[src/rtl/ksa_pkg.sv]
// Shared definitions for the RC4 loop stages: PRGA state encoding and
// the plaintext character set used to judge a decryption attempt.
package ksa_pkg;

  localparam int MSG_LEN_DEFAULT = 32;

  localparam logic [7:0] CHAR_SPACE = 8'h20;
  localparam logic [7:0] CHAR_A     = 8'h61;
  localparam logic [7:0] CHAR_Z     = 8'h7A;

  typedef enum logic [3:0] {
    ST_IDLE,
    ST_ISSUE_I,
    ST_LATCH_I,
    ST_ISSUE_J,
    ST_LATCH_J,
    ST_WRITE_I,
    ST_WRITE_J,
    ST_ISSUE_F,
    ST_LATCH_F,
    ST_WRITE_OUT,
    ST_DONE
  } prga_state_t;

  // A plaintext byte is acceptable if it is a space or a lowercase letter.
  function automatic logic is_text_char(input logic [7:0] value);
    return (value == CHAR_SPACE) || ((value >= CHAR_A) && (value <= CHAR_Z));
  endfunction

endpackage

[src/rtl/char_checker.sv]
// Combinational plaintext filter: flags whether a decrypted byte lies in
// the expected character set. Shared with the key-search controller.
module char_checker
  import ksa_pkg::*;
(
  input  logic [7:0] data_in,
  output logic       valid
);

  // Pure lookup against the accepted character set.
  always_comb begin
    valid = is_text_char(data_in);
  end

endmodule

[src/rtl/prga_decrypt.sv]
// RC4 pseudo-random generation stage. Walks the keyed S array, swaps
// S[i]/S[j], reads the keystream byte S[S[i]+S[j]], XORs it with the
// encrypted ROM byte and writes plaintext to the output RAM. Nine cycles
// per byte; all memories have a one-cycle registered read.
module prga_decrypt
  import ksa_pkg::*;
#(
  parameter int MSG_LEN  = MSG_LEN_DEFAULT,
  parameter bit CHECK_EN = 1'b1
) (
  input  logic       clk,
  input  logic       reset_n,
  input  logic       start_flag,
  output logic       done_flag,
  output logic       bad_flag,
  output logic [7:0] s_address,
  output logic [7:0] s_data,
  input  logic [7:0] s_data_read,
  output logic       s_wren,
  output logic [7:0] rom_address,
  input  logic [7:0] rom_q,
  output logic [7:0] out_address,
  output logic [7:0] out_data,
  output logic       out_wren
);

  // Index of the final message byte; k is 8 bits so 256 bytes wraps to 255.
  localparam logic [7:0] LAST_K = 8'(MSG_LEN - 1);

  prga_state_t state_reg, state_next;

  logic [7:0] i_reg,   i_next;
  logic [7:0] j_reg,   j_next;
  logic [7:0] k_reg,   k_next;
  logic [7:0] si_reg,  si_next;
  logic [7:0] sj_reg,  sj_next;
  logic [7:0] f_reg,   f_next;
  logic [7:0] enc_reg, enc_next;
  logic       bad_reg, bad_next;

  logic [7:0] plain_byte;
  logic       plain_valid;

  assign plain_byte = f_reg ^ enc_reg;

  char_checker u_char_checker (
    .data_in (plain_byte),
    .valid   (plain_valid)
  );

  // State and datapath registers; reset clears everything so every output
  // decodes to zero while in IDLE.
  always_ff @(posedge clk or negedge reset_n) begin
    if (!reset_n) begin
      state_reg <= ST_IDLE;
      i_reg     <= 8'd0;
      j_reg     <= 8'd0;
      k_reg     <= 8'd0;
      si_reg    <= 8'd0;
      sj_reg    <= 8'd0;
      f_reg     <= 8'd0;
      enc_reg   <= 8'd0;
      bad_reg   <= 1'b0;
    end else begin
      state_reg <= state_next;
      i_reg     <= i_next;
      j_reg     <= j_next;
      k_reg     <= k_next;
      si_reg    <= si_next;
      sj_reg    <= sj_next;
      f_reg     <= f_next;
      enc_reg   <= enc_next;
      bad_reg   <= bad_next;
    end
  end

  // Next-state and register updates. Data is captured in the LATCH_x state
  // that follows the ISSUE_x state which drove the address.
  always_comb begin
    state_next = state_reg;
    i_next     = i_reg;
    j_next     = j_reg;
    k_next     = k_reg;
    si_next    = si_reg;
    sj_next    = sj_reg;
    f_next     = f_reg;
    enc_next   = enc_reg;
    bad_next   = bad_reg;
    case (state_reg)
      ST_IDLE: begin
        if (start_flag) begin
          i_next     = 8'd1;
          j_next     = 8'd0;
          k_next     = 8'd0;
          bad_next   = 1'b0;
          state_next = ST_ISSUE_I;
        end
      end
      ST_ISSUE_I: state_next = ST_LATCH_I;
      ST_LATCH_I: begin
        si_next    = s_data_read;
        enc_next   = rom_q;
        j_next     = j_reg + s_data_read;
        state_next = ST_ISSUE_J;
      end
      ST_ISSUE_J: state_next = ST_LATCH_J;
      ST_LATCH_J: begin
        sj_next    = s_data_read;
        state_next = ST_WRITE_I;
      end
      ST_WRITE_I: state_next = ST_WRITE_J;
      ST_WRITE_J: state_next = ST_ISSUE_F;
      ST_ISSUE_F: state_next = ST_LATCH_F;
      ST_LATCH_F: begin
        f_next     = s_data_read;
        state_next = ST_WRITE_OUT;
      end
      ST_WRITE_OUT: begin
        // The byte is written regardless; an invalid byte only ends the run.
        if (CHECK_EN && !plain_valid) begin
          bad_next   = 1'b1;
          state_next = ST_DONE;
        end else if (k_reg == LAST_K) begin
          state_next = ST_DONE;
        end else begin
          k_next     = k_reg + 8'd1;
          i_next     = i_reg + 8'd1;
          state_next = ST_ISSUE_I;
        end
      end
      ST_DONE: begin
        if (!start_flag) state_next = ST_IDLE;
      end
      default: state_next = ST_IDLE;
    endcase
  end

  // Memory-port and handshake outputs decoded from the current state;
  // everything not listed for a state stays at zero.
  always_comb begin
    s_address   = 8'd0;
    s_data      = 8'd0;
    s_wren      = 1'b0;
    rom_address = 8'd0;
    out_address = 8'd0;
    out_data    = 8'd0;
    out_wren    = 1'b0;
    done_flag   = 1'b0;
    case (state_reg)
      ST_ISSUE_I: begin
        s_address   = i_reg;
        rom_address = k_reg;
      end
      ST_ISSUE_J: s_address = j_reg;
      ST_WRITE_I: begin
        s_address = i_reg;
        s_data    = sj_reg;
        s_wren    = 1'b1;
      end
      ST_WRITE_J: begin
        s_address = j_reg;
        s_data    = si_reg;
        s_wren    = 1'b1;
      end
      ST_ISSUE_F: s_address = si_reg + sj_reg;
      ST_WRITE_OUT: begin
        out_address = k_reg;
        out_data    = plain_byte;
        out_wren    = 1'b1;
      end
      ST_DONE: done_flag = 1'b1;
      default: ;
    endcase
  end

  assign bad_flag = bad_reg;

endmodule
[config.mk]
export PLATFORM = sky130hd
export DESIGN_NAME = prga_decrypt
export DESIGN_NICKNAME = d
export VERILOG_FILES = /design/src/rtl/ksa_pkg.sv /design/src/rtl/char_checker.sv /design/src/rtl/prga_decrypt.sv
export SDC_FILE = /design/constraint.sdc
export NUM_CORES = 1
export LEC_CHECK = 0
export ABC_AREA = 1
export CAP_MARGIN = 30
export CORE_ASPECT_RATIO = 0.8
export CORE_UTILIZATION = 58
export DETAILED_ROUTE_END_ITERATION = 7
export PLACE_DENSITY = 0.84
export SYNTH_ARGS = -nofsm -noshare
export SYNTH_HDL_FRONTEND = slang
export SYNTH_SLANG_ARGS = --single-unit
[constraint.sdc]
create_clock -name clk -period 6.6 [get_ports clk]
set_input_delay 1.98 -clock clk [delete_from_list [all_inputs] [get_ports clk]]
set_output_delay 1.98 -clock clk [all_outputs]
set_load 0.02 [all_outputs]
# Yosys cells after proc, flatten, opt, wreduce, memory -nomap -nowiden

Index checks and enable logic that the tools add are counted.
Widths: inputs -> output; s select.

Register bits: 61

$add $sub $neg: 4
Order comparisons: 2
Equal/unequal tests: 17
Muxes and demuxes: 25
Bitwise operators: 1
Reduce and logical (&&, ||, !) cells: 12

Operator list:

| operator            | count |
|---|---|
| $mux 8              | 9 |
| $pmux 8 s2          | 4 |
| $pmux 4 s11         | 1 |
| $pmux 8 s3          | 1 |
| $add 8x1->8 const B | 2 |
| $add 8x8->8         | 2 |
| $eq 4x3->1 const B  | 4 |
| $mux 4              | 4 |
| $eq 4x4->1 const B  | 3 |
| $ne 2x2->1 const B  | 5 |
| $eq 4x2->1 const B  | 2 |
| $eq 8x5->1 const B  | 1 |
| $eq 8x6->1 const B  | 1 |
| $ge 8x7->1 const B  | 1 |
| $le 8x7->1 const B  | 1 |
| $xor 8x8->8         | 1 |
| $reduce_or 2->1     | 3 |
| $mux 1              | 5 |
| $eq 4x1->1 const B  | 1 |
| $logic_not 4->1     | 1 |
| $reduce_and 2->1    | 2 |
| $reduce_and 4->1    | 1 |
| $reduce_bool 2->1   | 2 |
| $reduce_and 3->1    | 1 |
| other kinds (3)     | 3 |

# Logic depth before layout (Yosys ltp)

Gate-level depths: netlist (run 1).

Depth in word-level cells: 6
Mapped depth: 14
Mapped depth without buffers: 14

# Modules after synthesis

From an unflattened synthesis (run 1), not the netlist that was laid out.

Cell total of the unflattened synthesis: 597
Area, all modules: 4,132.7 um^2

By module, submodules not included:

| module       | instances | cells an instance | area each (um^2) |
|---|---|---|---|
| prga_decrypt | 1         | 579               | 4,053.9 |
| char_checker | 1         | 18                | 78.8 |

# Worst setup path after synthesis (run 1)

Ideal clock, no wire load.

Kind: register to output
Start: reg si_reg[0]
End: out s_address[6]
Arrival time: 1.916 ns
Required time: 4.620 ns
Slack: 2.704 ns
Stages on the path, launching flop included: 15
Buffers on the path: 0
Path through: dfrtp_1 -> ha_1 -> inv_1 -> fa_1 -> inv_1 -> nand2_1 -> nand2_1 -> nand2_1 -> nand2_1 -> nand2_1 -> nand2_1 -> a21oi_1 -> nand2_1 -> nand2_1 -> o21ai_0

Longest elaborated chain between the ends: 2

RTL lines:

| what                   | RTL line            | RTL |
|---|---|---|
| from (decl)            | prga_decrypt.sv:35  | `logic [7:0] si_reg, si_next;` |
| from (signal assigned) | prga_decrypt.sv:69  | `si_reg <= si_next;` |
| $add 8x8->8            | prga_decrypt.sv:165 | `ST_ISSUE_F: s_address = si_reg + sj_reg;` |
| $pmux 8 s3             | prga_decrypt.sv:149 | `case (state_reg)` |
| to (decl)              | prga_decrypt.sv:16  | `output logic [7:0] s_address,` |

Every way passes these cells.

# Worst setup path after layout (run 1)

Start: reg sj_reg[0]
End: out s_address[6]

Longest elaborated chain between the ends: 2

RTL lines:

| what                   | RTL line            | RTL |
|---|---|---|
| from (decl)            | prga_decrypt.sv:36  | `logic [7:0] sj_reg, sj_next;` |
| from (signal assigned) | prga_decrypt.sv:70  | `sj_reg <= sj_next;` |
| $add 8x8->8            | prga_decrypt.sv:165 |  |
| $pmux 8 s3             | prga_decrypt.sv:149 |  |

Every way passes these cells.

==> results of run 1 <==
power by group through the flow:
| stage | logic [mW] | registers [mW] | clock network [mW] |
|---|---|---|---|
| 4_1_cts | 1.12 | 0.647 | 0.378 |
| 3_3_place_gp | 1.06 | 0.642 | 0 |
| 5_1_grt | 1.25 | 0.667 | 0.396 |
| 3_5_place_dp | 1.10 | 0.649 | 0 |
| 2_1_floorplan | 0.795 | 0.620 | 0 |
| 6_report | 1.13 | 0.650 | 0.376 |
metal layers:
| layer | up-vias | share of wire | wire length [µm] | track usage |
|---|---|---|---|---|
| met1 | 1695 | 0.45 | 4370 | 0.412 |
| met2 | 166 | 0.46 | 4500 | 0.486 |
| met4 | 0 | 0.014 | 138 | 0.108 |
| li1 | 1758 | - | - | - |
| met5 | - | 0 | 0 | 0 |
| met3 | 14 | 0.076 | 746 | 0.0695 |
synthesized netlist by cell type, types with 2 or more instances:
master    count
a21oi_1      17
a22oi_1       5
a32o_1        7
buf_2         4
buf_6         3
clkbuf_1      5
dfrtp_1      61
fa_1          2
ha_1         16
inv_1        55
inv_2         4
nand2_1     127
nand2_2       2
nand3_1      46
nand4_1       4
nor2_1       54
nor2_4        3
nor3_1        2
nor3b_1       2
o21ai_0      40
o221ai_1      3
o311ai_0      2
or2_2         2
xnor2_1       5
xor2_1       15
layout make-up:
cell class	instances	area, µm²	area share
Sequential cell	61	1530	0.326
Clock inverter	7	98.8	0.0211
Clock buffer	9	124	0.0264
Multi-Input combinational cell	364	1970	0.421
Timing Repair Buffer	64	631	0.135
Inverter	60	228	0.0486
Tap cell	84	105	0.0224
worst max-delay path, delay by kind of cell, from the launching register on:
kind | cells | cell delay (ns)
AO/OA/AOI/OAI | 2 | 0.26
AND/OR/NAND/NOR | 8 | 0.51
buffers and inverters | 3 | 0.76
flip-flops | 1 | 0.38
adder cells (fa/ha/maj) | 2 | 0.53
stage by stage:
stage	std cells	utilization	power [mW]	worst slack (ns)
floorplan	498	-	1.41	2.70
global placement	633	0.700	1.70	2.31
detailed placement	633	0.700	1.75	2.21
CTS	649	0.735	2.14	1.81
global route	649	0.735	2.31	1.64
finish	649	0.735	2.15	1.81
cells by family (layout without fill, tap and decap cells):
kind of cell    Yosys count  count (layout)
compound gates           79              79
xor+xnor                 20              20
fa+ha+maj                18              18
buf+inv                  73             140
flops                    61              61
simple gates            247             247
worst max path at each step:
stage               startpoint           end  slack (ns)  cells past startpoint
floorplan            si_reg[0]  s_address[6]        2.70                     14
global placement     si_reg[0]  s_address[6]        2.31                     15
finish               sj_reg[0]  s_address[6]        1.81                     15
detailed placement   sj_reg[0]  s_address[6]        2.21                     15
global route         sj_reg[0]  s_address[6]        1.64                     15
CTS                  sj_reg[0]  s_address[6]        1.81                     15
==> results.txt, run 1 <==
- Status: complete, no violations
- Of the total synthesized cell area, the portion taken by AND, OR, NAND and NOR gates is 0.285.
- Register-to-register setup slack: 4.56 ns
- Min-Delay Endpoint: enc_reg[2]
- Combinational family with the most area after synthesis: simple AND/OR/NAND/NOR gates
- Summed over all nets, the switching power comes to 1.01 mW.
- Vias in the first global route: ~3300
- Buffers added to address setup during post-CTS repair amount to 0.
- The worst setup path is of the reg2out kind.
- Achievable clock frequency: around 210 MHz
- Fraction of the cycle the final worst path needs: 0.726
- STA classifies the critical path endpoint as an output pin.
* Placement row count: 26
- The number of nets handed over by synthesis was 535.
- Area contributors post-synth: dfrtp_1 40%, nand2_1 13%, nand3_1 6.0%, inv_1 5.4%, nor2_1 5.3%
* Per-cell via count in the routed design: 5.60
- The worst hold path begins at enc_reg[2].
- Total vias in the final route: between 3000 and 4000
- A synthesized cell averages around 7.6 µm².
- Maximum count of clock buffers along a single path: 2
- Number of register bits inferred by synthesis: roughly 60
- The count of final hold-check violations is 0.
* Cells after Synth: around 500
- Summed over all instances, the cell type with the most area after synthesis is dfrtp_1.
- From bottom edge to top edge, the die measures approximately 74 µm.
- Max incr delay on CP: 0.63 ns
- Data on the critical path arrives at its endpoint at 2.81 ns.
* Setup violation total in the final timing report: 0
* Number of cells traversed by the worst register-to-register path: 7
* Clock share of power: 0.175
* Cell internal power dissipation: 1.15 mW
- For this run, the total global-route usage over all layers was measured as 0.304.
* Detailed placement HPWL: about 7000 µm
- The first detailed-routing pass ran for 5 iterations.
- Compared with the post-synthesis result, the final layout area differs by 23.1%.
- The floorplan step set the die width to 92.6 µm.
* Max Cap Violations: 0
* Leading cell types in the layout, fill and taps excluded: 127 x nand2_1, 61 x dfrtp_1, 61 x clkdlybuf4s50_1
* CTS Hold Buffers Added: 0
* Slew at the pin closest to its max-slew limit: just under 0.8 ns
- Count of routing violations after the opening detailed-route iteration: 278
- The tightest min-delay check is of the reg2reg type.
* Cell leakage power: 2.24 nW
- For this configuration, the core starts out at a cell density of 0.597.
* Total number of nets in the final design: ~600
- Of all nets on the critical path, the largest fanout is 3.
- Between clock sinks in the finished design, the worst skew comes to between 0.006 and 0.007 ns.
* Area of the core region: approximately 6400 µm²
- Adder and majority gate portion of the synthesized area: 0.0631
- Reg-to-reg endpoint: i_reg[7]
* Commonest non-fill, non-tap cell in the layout: nand2_1
- Fill cells in the final layout number a little over 500.
- Yosys printed 0 warnings.
- Of the total power, combinational logic draws 0.523.
- After detailed routing, the average wire length per cell comes to ~15 µm.
* Async S/R FF share, synth: 1.00
- Final antenna-violating net count: 0
- Crit-path cells: ha_1 > inv_1 > fa_1 > inv_1 > nand2_1 > nand2_1 > nand2_1 > nand2_1 > nand2_1 > nand2_1 > a21oi_1 > nand2_1 > nand2_1 > o21ai_0 > clkdlybuf4s50_1
* Post-route standard cell area excluding fillers: 4690 µm²
* Placed cell area: roughly 4500 µm²
- Compound-cell area share of the yosys netlist: 0.124
* Clock Tree Root: clkbuf_8
- Placer Congestion: between 0.9 and 1
- First-pass GRT wire length: approximately 16000 µm
- Routed wire length: about 9800 µm
- Initial antenna violation count: 0
* Clock slew at reported path FFs: 0.07 ns
- For this run, the leading register cell type out of synthesis is dfrtp_1.
- Required time at the worst-slack endpoint: 4.62 ns
- PortBufs: 62
* Cell with the largest stage delay on the worst path: clkdlybuf4s50_1
* Number of sinks handled by clock tree synthesis: just over 60
- The die covers between 6000 and 7000 µm².
* Count of unique library cells instantiated by Yosys: 37
- Worst hold-check slack: between 0.4 and 0.5 ns
- Top-level port count: 63
- Of the total synthesized cell area, the portion taken by XOR and XNOR cells is 0.0460.
- The cell that appears most often on the critical path is nand2_1.
- Post-synth EDFFs: 0
* Peak supply drop: roughly 0.00029 V
* Count of inserted antenna diode cells: 0
* Share of synthesized area occupied by flip-flops and latches: 0.401
* Maximum number of pins on one net before global-route repair: 62
- Proportion of layout cells with a drive suffix above 1: 0.0637
- Relative slew slack: 0.487
- The cell area that synthesis handed to floorplanning was between 3000 and 4000 µm².
- Number of gates resized after CTS: 0
- GRT overflow: 0
- Number of buffers created by CTS: 9
* RSZ-0062 raised after global routing: false
- Post-synth top area share: 0.401
- Adding up every negative setup slack in the final design gives 0 ns.
- STA classifies the critical path startpoint as a flop.
- Final max-slew violation count: 0
- Proportion of total power due to net switching: 0.467
* # H-tree levels: 3
- Number of cells on the worst hold path: 2
- Of the post-synthesis cell area, the part taken by muxes is 0.
- TritonCTS built the clock tree.
- The share of total power dissipated in sequential elements is 0.302.
- Power spread over the standard cell area amounts to 459 nW/µm².
* Fin crit period: 4.79 ns
* Clock latency on the worst-skew pair: between 0.3 and 0.4 ns
- In the routed design, unresolved DRC markers number 0.
- In this run the critical register-to-register path is launched from state_reg[1].
No activity file was read; power rests on OpenSTA's default activity.
==> inputs of run 2 (changes only) <==
--- a/config.mk
+++ b/config.mk
@@ -8,9 +8,9 @@
 export ABC_AREA = 1
 export CAP_MARGIN = 30
 export CORE_ASPECT_RATIO = 0.8
-export CORE_UTILIZATION = 58
+export CORE_UTILIZATION = 54
 export DETAILED_ROUTE_END_ITERATION = 7
-export PLACE_DENSITY = 0.84
+export PLACE_DENSITY = 0.79
 export SYNTH_ARGS = -nofsm -noshare
 export SYNTH_HDL_FRONTEND = slang
 export SYNTH_SLANG_ARGS = --single-unit
==> constraint.sdc (replaced) <==
create_clock -name clk -period 4.96 [get_ports clk]
set_input_delay 1.488 -clock clk [delete_from_list [all_inputs] [get_ports clk]]
set_output_delay 1.488 -clock clk [all_outputs]
set_load 0.02 [all_outputs]
==> run 2 against run 1 <==
  * Setup slack got worse by 1.1 ns
  * Via count fell by 2.2%
  * Clock power rose by 33%
  * Worst hold slack got worse by 0.0029 ns
  * Die area grew 7.2%
  * Combinational power grew 32%
  * Register-to-register slack lost 2.0 ns
  * First-iteration DRC count fell by 11%
  * Clock skew up 0.0017 ns
  * Power rose by 33%
  * Sequential share of layout area barely moved
  * Critical path depth unchanged
  * Largest power group unchanged
==> results.txt, run 2 (synthesis gave the netlist of run 1 again) <==
- Status: complete, no violations (unchanged).
* Setup TNS: 0 ns (unchanged)
* Slew at the pin closest to its max-slew limit: 0.806 ns (was 0.770 ns)
- The initial DRC count came to 247 (was 278).
* Most frequent cell on the critical path: nand2_1 (unchanged)
* M1 WL: 4630 µm (was 4370 µm)
* Peak supply drop: 0.000419 V (was 0.000288 V)
* Fin crit period: between 4 and 5 ns
- Routed wire length: 9470 µm (was 9760 µm)
- Number of gates resized after CTS: 0 (unchanged)
- Leading cell types in the layout, fill and taps excluded: 127 x nand2_1, 61 x dfrtp_1, 61 x clkdlybuf4s50_1 (unchanged)
- The endpoint required time on the critical path is 3.47 ns (was 4.62 ns).
- # H-tree levels: 3 (unchanged)
- Clock latency on the worst-skew pair: 0.36 ns (was 0.35 ns)
* Max Cap Violations: 0 (unchanged)
* Top-level port count: 63 (unchanged)
- The maximum single-stage delay on the critical path was 0.64 ns (was 0.63 ns).
* Met2 layer wire length in the routed design: 4180 µm (was 4500 µm)
* Final antenna-violating net count: 0 (unchanged)
* Placement-stage worst setup slack: 1.07 ns (was 2.21 ns)
* Post-layout instance count excluding filler cells: 649 (unchanged)
- The total number of clock tree sinks is 61 (unchanged).
* Arrival time of the worst setup path: 2.80 ns (was 2.81 ns)
- Number of placed instances, taps included: 633 (unchanged)
- Relative slew slack: 0.463 (was 0.487)
* Initial Util: 0.577 (was 0.597)
- Setup violation total in the final timing report: 0 (unchanged)
* PortBufs: 62 (unchanged)
- The slowest cell on the critical path is clkdlybuf4s50_1 (unchanged).
* Proportion of layout cells with a drive suffix above 1: 0.0637 (unchanged)
- Average routed wire per standard cell: 14.6 µm (was 15.0 µm)
* DR pass1 iterations: 5 (unchanged)
* CTS Hold Buffers Added: 0 (unchanged)
- The type of the most critical hold path is reg2reg (unchanged).
* RSZ-0062 raised after global routing: false (unchanged)
- The final worst-path setup slack was 0.669 ns (was 1.81 ns).
* Commonest non-fill, non-tap cell in the layout: nand2_1 (unchanged)
- The power density of the placed cells was 608 nW/µm² (was 459 nW/µm²).
* Met3 routed wirelength: 463 µm (was 746 µm)
- The core outline area came to 6600 µm² (was 6380 µm²).
- Die Area: 7390 µm² (was 6900 µm²)
* Total number of nets in the final design: 597 (unchanged)
- Placer Congestion: 0.866 (was 0.913)
- Global-route usage over all layers: 0.279 (was 0.304)
- Total vias in the final route: 3554 (was 3633)
- The critical path class is reg2out (unchanged).
* Post CTS Setup Buffer Count: 0 (unchanged)
* Critical-path maximum fanout: 3 (unchanged)
- The count of final hold-check violations is 0 (unchanged).
- Vias in the first global route: 3320 (was 3252)
- The number of antenna violations at the first check in global routing was 0 (unchanged).
- The die width came to 95.9 µm (was 92.6 µm).
- Maximum number of pins on one net before global-route repair: 38 (was 62)
* Crit start category: flop (unchanged)
- The HPWL after detailed placement is 7060 µm (was 6890 µm).
- Clock slew at reported path FFs: 0.07 ns (about the same)
- The antenna diode count came to 0 (unchanged).
* Cell leakage power: 2.23 nW (was 2.24 nW)
- Layout Skew: 0.00777 ns (was 0.00606 ns)
- The count of final max-slew check failures came to 0 (unchanged).
- The uppermost layer routed was met4 (unchanged).
- The core occupancy in the finished layout is 0.710 (was 0.735).
- # DRC: 0 (unchanged)
* Maximum count of clock buffers along a single path: 2 (unchanged)
- Worst hold-check slack: 0.495 ns (was 0.498 ns)
- Of the available clock period, the critical path in the final layout requires 0.865.
- Area growth from synthesis to final layout: 23.0% (was 23.1%)
- The clock tree from TritonCTS is built (unchanged).
- Die Ht: 77.1 µm (was 74.5 µm)
- The clock buffer count from CTS is 9 (unchanged).
- Per-cell via count in the routed design: 5.48 (was 5.60)
- The total global routing overflow was 0 (unchanged).
* Crit-path cells: ha_1 > inv_1 > fa_1 > inv_1 > nand2_1 > nand2_1 > nand2_1 > nand2_1 > nand2_1 > nand2_1 > a21oi_1 > nand2_1 > nand2_1 > o21ai_0 > clkdlybuf4s50_1 (unchanged)
* Placement row count: 26 (unchanged)
- First-pass GRT wire length: 15600 µm (was 15800 µm)
- The clock tree root driver cell is clkbuf_8 (unchanged).
* Critical Path End Type: output pin (unchanged)
- Achievable clock frequency: 233 MHz
==> run 2: cell count changes in the layout (fill, tap and decap cells not counted) <==
cell,before,now
clkinvlp_4,1,2
clkinv_4,2,1
==> run 2: layout make-up <==
class	instances	area [µm²]
multi-input cells	364	1970
clock buffers	9	124
fillers	547	1920
clock inverters	7	97.6
flip-flops and latches	61	1530
repair buffers	64	631
inverters	60	228
well taps	84	105
==> run 2: worst max-delay path: cells and delay by family (launching register included) <==
family,cells,cell delay [ns]
adders and majority gates,2,0.54
buffers and inverters,3,0.77
AOI/OAI and AO/OA,2,0.26
and+or+nand+nor,8,0.49
DFF,1,0.38
==> run 2: worst paths after layout <==
kind                       cells after the start      endpoint  slack, ns          from
max in group asynchronous                      2      i_reg[2]       2.91       reset_n
setup reg to reg                               8      j_reg[7]       2.59  state_reg[3]
hold reg to reg                                2    enc_reg[7]       0.50    enc_reg[7]
min in group asynchronous                      1     sj_reg[5]       1.22       reset_n
hold / removal                                 2    enc_reg[7]       0.50    enc_reg[7]
setup / recovery                              15  s_address[6]       0.67     si_reg[0]
==> run 2: per-layer routing <==
layer / vias to the layer above / global-route usage
met5: - / 0
met2: 108 / 0.408
li1: 1756 / -
met4: 0 / 0.103
met3: 21 / 0.0605
met1: 1669 / 0.403
==> run 2: report_power, final <==
part,internal (mW),switching [mW]
clock,0.284,0.215
combinational,0.548,0.945
sequential,0.692,0.167
total,1.52,1.33
==> run 2: metrics by stage <==
stage	cell area, µm²	total power, mW
2_1_floorplan	3810	1.88
3_3_place_gp	4460	2.27
3_5_place_dp	4460	2.33
4_1_cts	4690	2.84
5_1_grt	4690	3.08
6_report	4690	2.85
==> inputs of run 3 (changes only) <==
--- a/config.mk
+++ b/config.mk
@@ -8,9 +8,10 @@
 export ABC_AREA = 1
 export CAP_MARGIN = 30
 export CORE_ASPECT_RATIO = 0.8
-export CORE_UTILIZATION = 54
+export CORE_UTILIZATION = 49
 export DETAILED_ROUTE_END_ITERATION = 7
-export PLACE_DENSITY = 0.79
+export HOLD_SLACK_MARGIN = 0.06
+export PLACE_DENSITY = 0.75
 export SYNTH_ARGS = -nofsm -noshare
 export SYNTH_HDL_FRONTEND = slang
 export SYNTH_SLANG_ARGS = --single-unit
==> constraint.sdc (replaced) <==
create_clock -name clk -period 3.94 [get_ports clk]
set_input_delay 1.182 -clock clk [delete_from_list [all_inputs] [get_ports clk]]
set_output_delay 1.182 -clock clk [all_outputs]
set_load 0.02 [all_outputs]
==> run 3 against run 2 <==
  * Register-to-register slack got worse by 0.62 ns
  * Final cell count rose by 3.2%
  * Critical path depth fell by 7
  * Cell area rose by 0.59%
  * Clock-buffer cell count rose by 2
  * Largest cell class unchanged
  * Highest routed layer unchanged
==> results.txt, run 3 (synthesis gave the netlist of run 1 again) <==
- The number of maximum-capacitance constraint violations came to 0 (unchanged).
- The clock tree root driver cell is clkbuf_8 (unchanged).
- The clock buffer count from CTS came to 9 (unchanged).
* Global-route usage over all layers: 0.259 (was 0.279)
- The met2 layer wire length in the routed design was 4460 µm (was 4180 µm).
- The endpoint of the worst hold path was bad_flag (was enc_reg[7]).
- M1 WL: 4740 µm (was 4630 µm)
* Register-to-register setup slack: 1.97 ns (was 2.59 ns)
- The start point of the worst min-delay path was bad_flag (was enc_reg[7]).
* DR pass1 iterations: 4 (was 5)
- Layout Skew: 0.00787 ns (was 0.00777 ns)
* Top-level port count: 63 (unchanged)
* Clock latency on the worst-skew pair: 0.35 ns (was 0.36 ns)
- Leading cell types in the layout, fill and taps excluded: 127 x nand2_1, 61 x dfrtp_1, 59 x clkdlybuf4s50_1 (was 127 x nand2_1, 61 x dfrtp_1, 61 x clkdlybuf4s50_1).
* Topmost layer with routed signal wires: met4 (unchanged)
* Maximum count of clock buffers along a single path: 2 (unchanged)
- The average wire length per cell after detail routing was 14.6 µm (about the same).
- The growth of design area from synthesis to finish was 23.8% (was 23.0%).
- Number of fillers in the final layout: 678 (was 547)
- The first-pass GRT wire length is 16000 µm (was 15600 µm).
* Setup violation total in the final timing report: 0 (unchanged)
* Total power density per cell area: 756 nW/µm² (was 608 nW/µm²)
* Status: complete, no violations (unchanged)
- The area of the die is 8130 µm² (was 7390 µm²).
- Critical Path End Type: output pin (unchanged)
- Vias in the first global route: 3257 (was 3320)
- Number of placed instances, taps included: 654 (was 633)
- Maximum number of pins on one net before global-route repair: 62 (was 38)
- The total global routing overflow is 0 (unchanged).
- The endpoint required time on the critical path came to 2.76 ns (was 3.47 ns).
- Cell leakage power: 2.26 nW (was 2.23 nW)
- Number of cells traversed by the worst register-to-register path: 7 (was 8)
- The count of port buffers added during placement came to 62 (unchanged).
- The total number of clock tree sinks is 61 (unchanged).
- The startpoint of the worst register-to-register path is state_reg[1] (was state_reg[3]).
- Slew at the pin closest to its max-slew limit: 0.690 ns (was 0.806 ns)
* Area of the core region: 7460 µm² (was 6600 µm²)
- Worst setup path start: state_reg[3] (was si_reg[0])
- The sum of negative setup slack is 0 ns (unchanged).
- Final antenna-violating net count: 0 (unchanged)
- Fin crit period: about 3.8 ns
- Total vias in the final route: 3546 (was 3554)
* Arrival time of the worst setup path: 2.60 ns (was 2.80 ns)
- Initial antenna violation count: 0 (unchanged)
- The type of element launching the critical path is a flop (unchanged).
- Worst hold-check slack: 0.492 ns (was 0.495 ns)
- The count of final max-slew check failures came to 0 (unchanged).
* Placed cell area: 4500 µm² (was 4460 µm²)
- Proportion of layout cells with a drive suffix above 1: 0.0619 (was 0.0637)
* Number of cells on the worst hold path: 2 (unchanged)
* Count of final hold-check violations: 0 (unchanged)
- # H-tree levels: 3 (unchanged)
- Die Ht: 80.9 µm (was 77.1 µm)
- Worst min-delay path category: reg2reg (unchanged)
* Worst setup path category: reg2out (unchanged)
- Post CTS Setup Buffer Count: 0 (unchanged)
* Peak supply drop: 0.000423 V (was 0.000419 V)
- The final net count is 597 (unchanged).
- Detailed placement HPWL: 7070 µm (was 7060 µm)
- The remaining design rule violation count was 0 (unchanged).
- The headroom to the max-slew limit came to 0.539 (was 0.463).
- The endpoint of the lowest-slack register-to-register path is i_reg[6] (was j_reg[7]).
- RSZ-0062 raised after global routing: false (unchanged)
- Achievable clock frequency: 265 MHz
- The routed via count divided by cell count was 5.29 (was 5.48).
* Post-layout instance count excluding filler cells: 670 (was 649)
- The initial DRC count came to 197 (was 247).
- Met3 routed wirelength: 491 µm (was 463 µm)
* Commonest non-fill, non-tap cell in the layout: nand2_1 (unchanged)
* Initial Util: 0.510 (was 0.577)
* Clock slew at reported path FFs: 0.06 ns (was 0.07 ns)
* Critical-path maximum fanout: 10 (was 3)
- Overall die width: 101 µm (was 95.9 µm)
- The final weighted congestion in routability-driven placement is 0.898 (was 0.866).
* Post-route standard cell area excluding fillers: 4710 µm² (was 4690 µm²)
- TritonCTS clock tree: built (unchanged)
- Fraction of the cycle the final worst path needs: 0.959
- The site row count came to 28 (was 26).
* Count of inserted antenna diode cells: 0 (unchanged)
* Routed wire length: 9760 µm (was 9470 µm)
## run 3: worst max path at each step
stage,end,slack [ns],depth (start not counted)
final,s_address[3],0.16,8
after CTS,s_address[5],0.10,6
after detailed placement,s_address[6],0.39,15
after global placement,s_address[6],0.41,15
after floorplan,s_address[6],0.84,14
after global routing,s_address[3],0.004,8
## run 3: worst max-delay path, stage by stage (launching register included)
cell and delay (ns):
dfrtp_1 0.46, nor2_4 0.27, inv_1 0.15, nor2_4 0.22, nor2_1 0.11, inv_1 0.16, a22oi_1 0.10, o21ai_0 0.14
clkdlybuf4s50_1 0.65
## run 3: what timing repair did
action / in CTS / in global routing
resized for setup: 1 / 2
endpoints found under the hold margin: 0 / 0
setup endpoints to repair: 1 / 3
hold buffers: 0 / 0
## run 3: layout make-up
cell class / count / area (µm²) / share of cell area
Clock inverter: 5 / 75.1 / 0.0159
Timing Repair Buffer: 64 / 644 / 0.137
Sequential cell: 61 / 1530 / 0.324
Tap cell: 105 / 131 / 0.0279
Inverter: 60 / 228 / 0.0483
Clock buffer: 11 / 131 / 0.0279
Multi-Input combinational cell: 364 / 1980 / 0.419
## run 3: stage by stage
| step | power, mW | setup slack (ns) | utilization |
|---|---|---|---|
| 6_report | 3.56 | 0.161 | 0.632 |
| 4_1_cts | 3.57 | 0.102 | 0.631 |
| 5_1_grt | 3.84 | 0.00401 | 0.632 |
| 3_3_place_gp | 2.88 | 0.407 | 0.603 |
| 3_5_place_dp | 2.95 | 0.392 | 0.603 |
| 2_1_floorplan | 2.37 | 0.842 | - |
## run 3: where the power goes
| group | internal [mW] | total [mW] | switching, mW |
|---|---|---|---|
| clock | 0.353 | 0.605 | 0.252 |
| combinational | 0.684 | 1.87 | 1.18 |
| sequential | 0.872 | 1.09 | 0.218 |
## run 3: metal layers
metal	vias to the layer above	global-route usage
met5	-	0
met4	0	0.0623
met3	6	0.0551
met2	101	0.412
met1	1681	0.362
li1	1758	-
==> RTL change 1: new RTL, settings of run 2 <==
The parameter `CHECK_EN` goes from 1'b1 to 1'b0.
--- a/src/rtl/prga_decrypt.sv
+++ b/src/rtl/prga_decrypt.sv
@@ -6,7 +6,7 @@
   import ksa_pkg::*;
 #(
   parameter int MSG_LEN  = MSG_LEN_DEFAULT,
-  parameter bit CHECK_EN = 1'b1
+  parameter bit CHECK_EN = 1'b0
 ) (
   input  logic       clk,
   input  logic       reset_n,
Formal check against the unedited RTL: same outputs for any inputs over 10 cycles, from zero or initial values and one cycle with reset_n low; that may be too few to reach the edited logic, so the function may still have changed.
==> RTL change 1 against run 2 <==
Routed wire length is 0.53% lower; sequential cell count is 1 lower; final area hardly changed; sequential share of layout area is 0.53 points lower; non-clock buffer count is 1 lower; area after synthesis is 0.76% higher; setup slack better by 0.12 ns; power is 1.8% lower.
==> RTL change 1: results (changes against run 2) <==
| Quantity | Reported | Unit | Change |
| --- | --- | --- | --- |
| Quantity of I/O buffers inserted on ports | 61 | - | -1.6% |
| Diode count | 0 | - | unchanged |
| Depth of the worst register-to-register path | 7 | - | -1 |
| Post-synthesis net count | 562 | - | +5.0% |
| Cell types with the largest area share after synthesis | sky130_fd_sc_hd__dfrtp_1 (39%), sky130_fd_sc_hd__nand2_1 (16%), sky130_fd_sc_hd__nand3_1 (7.3%), sky130_fd_sc_hd__inv_1 (5.8%), sky130_fd_sc_hd__ha_1 (5.2%) | - |  |
| Static Leak | 2.368 | nW | +6.0% |
| Worst clock skew | 0.004875 | ns | -0.002892 ns |
| Wire per inst | 13.92 | µm | -4.6% |
| DRC violation total after the first TritonRoute iteration | 189 | - | -23% |
| NumNets Final | 622 | - | +4.2% |
| Actual transition at the worst max-transition pin | 0.7459 | ns | -0.05989 ns |
| Worst path arrival time | 2.68 | ns | -0.12 ns |
| # resized after CTS | 0 | - | unchanged |
| Placer Congestion | 0.8742 | - | +0.97% |
| First-pass GRT wire length | 15.73 | mm | +0.62% |
| Destination of the worst register-to-register timing path | j_reg[3]$_DFFE_PN0P_ | - |  |
| Share of the yosys chip area belonging to registers | 39.13 | % | -0.95 points |
| Share of layout cells above drive strength 1 | 6.949 | % | +0.58 points |
| Via total after detailed routing | 3569 | - | +0.42% |
| Capture point of the critical path | s_address[2] | - |  |
| Origin of the worst min-delay path | enc_reg[1]$_DFFE_PN0P_ | - |  |
| DP HPWL | 7.162 | mm | +1.4% |
| Met1 Resource Use GR | 40.45 | % | +0.15 points |
| End point of the most critical hold path | enc_reg[1]$_DFFE_PN0P_ | - |  |
| Maximum fanout along the worst path | 11 | - | +8 |
| Met2 Track Usage GR | 42.70 | % | +1.9 points |
| Result of the run | completed | - |  |
| Peak VDD IR | 0.3132 | mV | -25% |
| Die Footprint | 7450 | µm² | +0.74% |
| Family with the most delay on the worst path | simple AND/OR/NAND/NOR gates | - |  |
| Worst-case register-to-register setup slack | 2.56 | ns | -0.03 ns |
| RR Startpoint | state_reg[1]$_DFFE_PN0P_ | - |  |
| Number of global-route vias before repair | 3344 | - | +0.72% |
| Source-to-sink clock delay at the later pin of the worst-skew pair | 0.35 | ns |  |
| Cell variety after synth | 35 | - | -5.4% |
RTL change 1: report_power, final:
part	switching, mW	internal [mW]	leakage (nW)
clock network	0.216	0.233	0.0918
logic	0.905	0.561	1.52
registers	0.188	0.696	0.754
total	1.31	1.49	2.37
RTL change 1: through the flow:
| stage | instance area, µm² | std cells | hold slack [ns] | worst slack [ns] | utilization [%] |
|---|---|---|---|---|---|
| 6_report | 4684 | 677 | 0.5021 | 0.7894 | 67.97 |
| 5_1_grt | 4684 | 677 | 0.5192 | 0.5674 | 67.97 |
| 4_1_cts | 4664 | 676 | 0.5061 | 0.8421 | 67.68 |
| 3_5_place_dp | 4466 | 660 | 0.4894 | 1.233 | 64.80 |
| 3_3_place_gp | 4466 | 660 | 0.4821 | 1.270 | 64.80 |
| 2_1_floorplan | 3837 | 525 | 0.4681 | 1.930 | - |
RTL change 1: cells by family after synthesis:
family / count (synthesis) / share of synthesized area (%)
DFF: 60 / 39.13
adders and majority gates: 18 / 6.260
AOI/OAI and AO/OA: 66 / 9.228
other: 1 / 0.09772
and+or+nand+nor: 287 / 32.90
xor gates and xnor gates: 16 / 3.652
buffers and inverters: 77 / 8.738
RTL change 1: final cells by class:
| type | instances | area (µm²) |
|---|---|---|
| clock buffer | 9 | 123.9 |
| clock inverter | 7 | 75.07 |
| fill | 603 | 2207 |
| inverter | 63 | 241.5 |
| multi-input combinational | 388 | 2001 |
| sequential | 60 | 1501 |
| tap | 87 | 108.9 |
| timing repair buffer | 63 | 633.1 |
RTL change 1: routing by layer:
metal / vias to the layer above / part of all wire [%]
met5: - / 0
met4: 0 / 1.2
met3: 12 / 6.8
met2: 132 / 44
met1: 1620 / 48
li1: 1805 / -
==> RTL change 2: new RTL, config.mk and constraints of run 2 <==
Without the edit above. Re-encode `prga_state_t` (11 states) as Gray code, 4 bits wide.
--- a/src/rtl/ksa_pkg.sv
+++ b/src/rtl/ksa_pkg.sv
@@ -9,17 +9,17 @@
   localparam logic [7:0] CHAR_Z     = 8'h7A;
 
   typedef enum logic [3:0] {
-    ST_IDLE,
-    ST_ISSUE_I,
-    ST_LATCH_I,
-    ST_ISSUE_J,
-    ST_LATCH_J,
-    ST_WRITE_I,
-    ST_WRITE_J,
-    ST_ISSUE_F,
-    ST_LATCH_F,
-    ST_WRITE_OUT,
-    ST_DONE
+    ST_IDLE      = 4'b0000,
+    ST_ISSUE_I   = 4'b0001,
+    ST_LATCH_I   = 4'b0011,
+    ST_ISSUE_J   = 4'b0010,
+    ST_LATCH_J   = 4'b0110,
+    ST_WRITE_I   = 4'b0111,
+    ST_WRITE_J   = 4'b0101,
+    ST_ISSUE_F   = 4'b0100,
+    ST_LATCH_F   = 4'b1100,
+    ST_WRITE_OUT = 4'b1101,
+    ST_DONE      = 4'b1111
   } prga_state_t;
 
   // A plaintext byte is acceptable if it is a space or a lowercase letter.
Formal check against the unedited RTL: no difference found for any inputs over 10 cycles, from zero or initial values and one cycle with reset_n low; not proved beyond that.
==> RTL change 2 against run 2 <==
Sequential cell count unchanged; power shrank 5.0%; setup slack got worse by 0.025 ns; routed wire length is 7.9% higher; area after synthesis is essentially flat; largest power group unchanged; highest routed layer unchanged; hold slack worse by 0.0081 ns; critical path type unchanged; utilization rose by 0.57 points; global-route usage increased by 2.2 points; non-clock buffer count up 1; final area grew 0.80%.
==> RTL change 2: results (changes against run 2) <==
| Quantity | Reported | Unit | Change |
| --- | --- | --- | --- |
| Result of the run | completed | - |  |
| Post-synthesis compound-gate area fraction | 8.309 | % | -4.1 points |
| Actual transition at the worst max-transition pin | 0.6307 | ns | -0.1751 ns |
| Placer Congestion | 0.8894 | - | +2.7% |
| Layout fillers | 542 | - | -0.91% |
| Share of layout cells above drive strength 1 | 5.676 | % | -0.70 points |
| Arithmetic-cell share of the synthesized area counting full adders, half adders and majority gates | 6.305 | % | about the same |
| Number of global-route vias before repair | 3420 | - | +3.0% |
| NumNets Final | 631 | - | +5.7% |
| Cell variety after synth | 31 | - | -16% |
| Cell types with the largest area share after synthesis | sky130_fd_sc_hd__dfrtp_1 (40%), sky130_fd_sc_hd__nand2_1 (17%), sky130_fd_sc_hd__nand3_1 (7.2%), sky130_fd_sc_hd__ha_1 (5.3%), sky130_fd_sc_hd__nor2_1 (5.2%) | - |  |
| Static Leak | 2.270 | nW | +1.7% |
| Via total after detailed routing | 3755 | - | +5.7% |
| Commonest cells in the netlist | sky130_fd_sc_hd__nand2_1 (173), sky130_fd_sc_hd__dfrtp_1 (61), sky130_fd_sc_hd__nand3_1 (55), sky130_fd_sc_hd__nor2_1 (53), sky130_fd_sc_hd__inv_1 (50) | - |  |
| Peak VDD IR | 0.2953 | mV | -29% |
| Wire per inst | 14.97 | µm | +2.6% |
| Met3 track demand over resource in global routing | 5.754 | % | -0.30 points |
| Met2 Track Usage GR | 45.43 | % | +4.6 points |
| Maximum fanout along the worst path | 18 | - | +15 |
| Met1 Resource Use GR | 43.96 | % | +3.7 points |
| DP HPWL | 7.414 | mm | +5.0% |
| Worst path arrival time | 2.83 | ns | +0.03 ns |
| Overall routing resource usage | 30.09 | % | +2.2 points |
| Worst clock skew | 0.006294 | ns | -0.001474 ns |
| Area share of xor/xnor cells in the synthesized design | 4.138 | % | -0.46 points |
RTL change 2: path summary, 6_finish.rpt:
check	start	endpoint	slack, ns	depth (start not counted)
max	state_reg[2]$_DFFE_PN0P_	s_address[3]	0.64	7
max reg2reg	j_reg[0]$_DFFE_PN0P_	j_reg[6]$_DFFE_PN0P_	2.90	12
max in group asynchronous	reset_n	j_reg[3]$_DFFE_PN0P_	3.30	3
min in group asynchronous	reset_n	si_reg[3]$_DFFE_PN0P_	1.10	2
min	k_reg[5]$_DFFE_PN0P_	k_reg[5]$_DFFE_PN0P_	0.49	2
min reg2reg	k_reg[5]$_DFFE_PN0P_	k_reg[5]$_DFFE_PN0P_	0.49	2
RTL change 2: cell type report:
cell class              instances  area share [%]
inverters                      54           4.291
well taps                      84           2.225
clock buffers                   9           2.623
multi-input cells             403           42.70
repair buffers                 65           13.77
clock inverters                 7           2.066
flip-flops and latches         61           32.32
RTL change 2: metal layers:
metal,wire (µm),share of wire [%]
met1,4652,45
met2,4670,46
met3,760,7.4
met4,144,1.4
met5,0,0
RTL change 2: cell families (layout without fill, tap and decap cells):
group	Yosys count	count (layout)
fa+ha+maj	18	18
flops	61	61
xor+xnor	18	18
simple gates	307	307
buf+inv	67	135
compound gates	60	60
RTL change 2: stage by stage:
| stage | setup WS, ns | cell area, µm² | util, % | std cells |
|---|---|---|---|---|
| global route | 0.4410 | 4723 | 71.52 | 683 |
| finish | 0.6440 | 4723 | 71.52 | 683 |
| floorplan | 1.558 | 3810 | - | 531 |
| detailed placement | 1.041 | 4482 | 67.87 | 666 |
| CTS | 0.6625 | 4703 | 71.22 | 682 |
| global placement | 1.181 | 4482 | 67.87 | 666 |
RTL change 2: worst max-delay path: stages, from the launching register on:
cell and delay (ns):
sky130_fd_sc_hd__dfrtp_1 0.41, sky130_fd_sc_hd__inv_1 0.07, sky130_fd_sc_hd__nor2_2 0.49, sky130_fd_sc_hd__inv_1 0.19
sky130_fd_sc_hd__nor2_1 0.41, sky130_fd_sc_hd__nand2_1 0.11, sky130_fd_sc_hd__o211ai_1 0.17, sky130_fd_sc_hd__clkdlybuf4s50_1 0.62
RTL change 2: power by group:
part           internal, mW  switching (mW)  leakage (nW)
Sequential            0.681           0.184         0.777
Combinational         0.501           0.841          1.39
Clock                 0.285           0.217         0.106
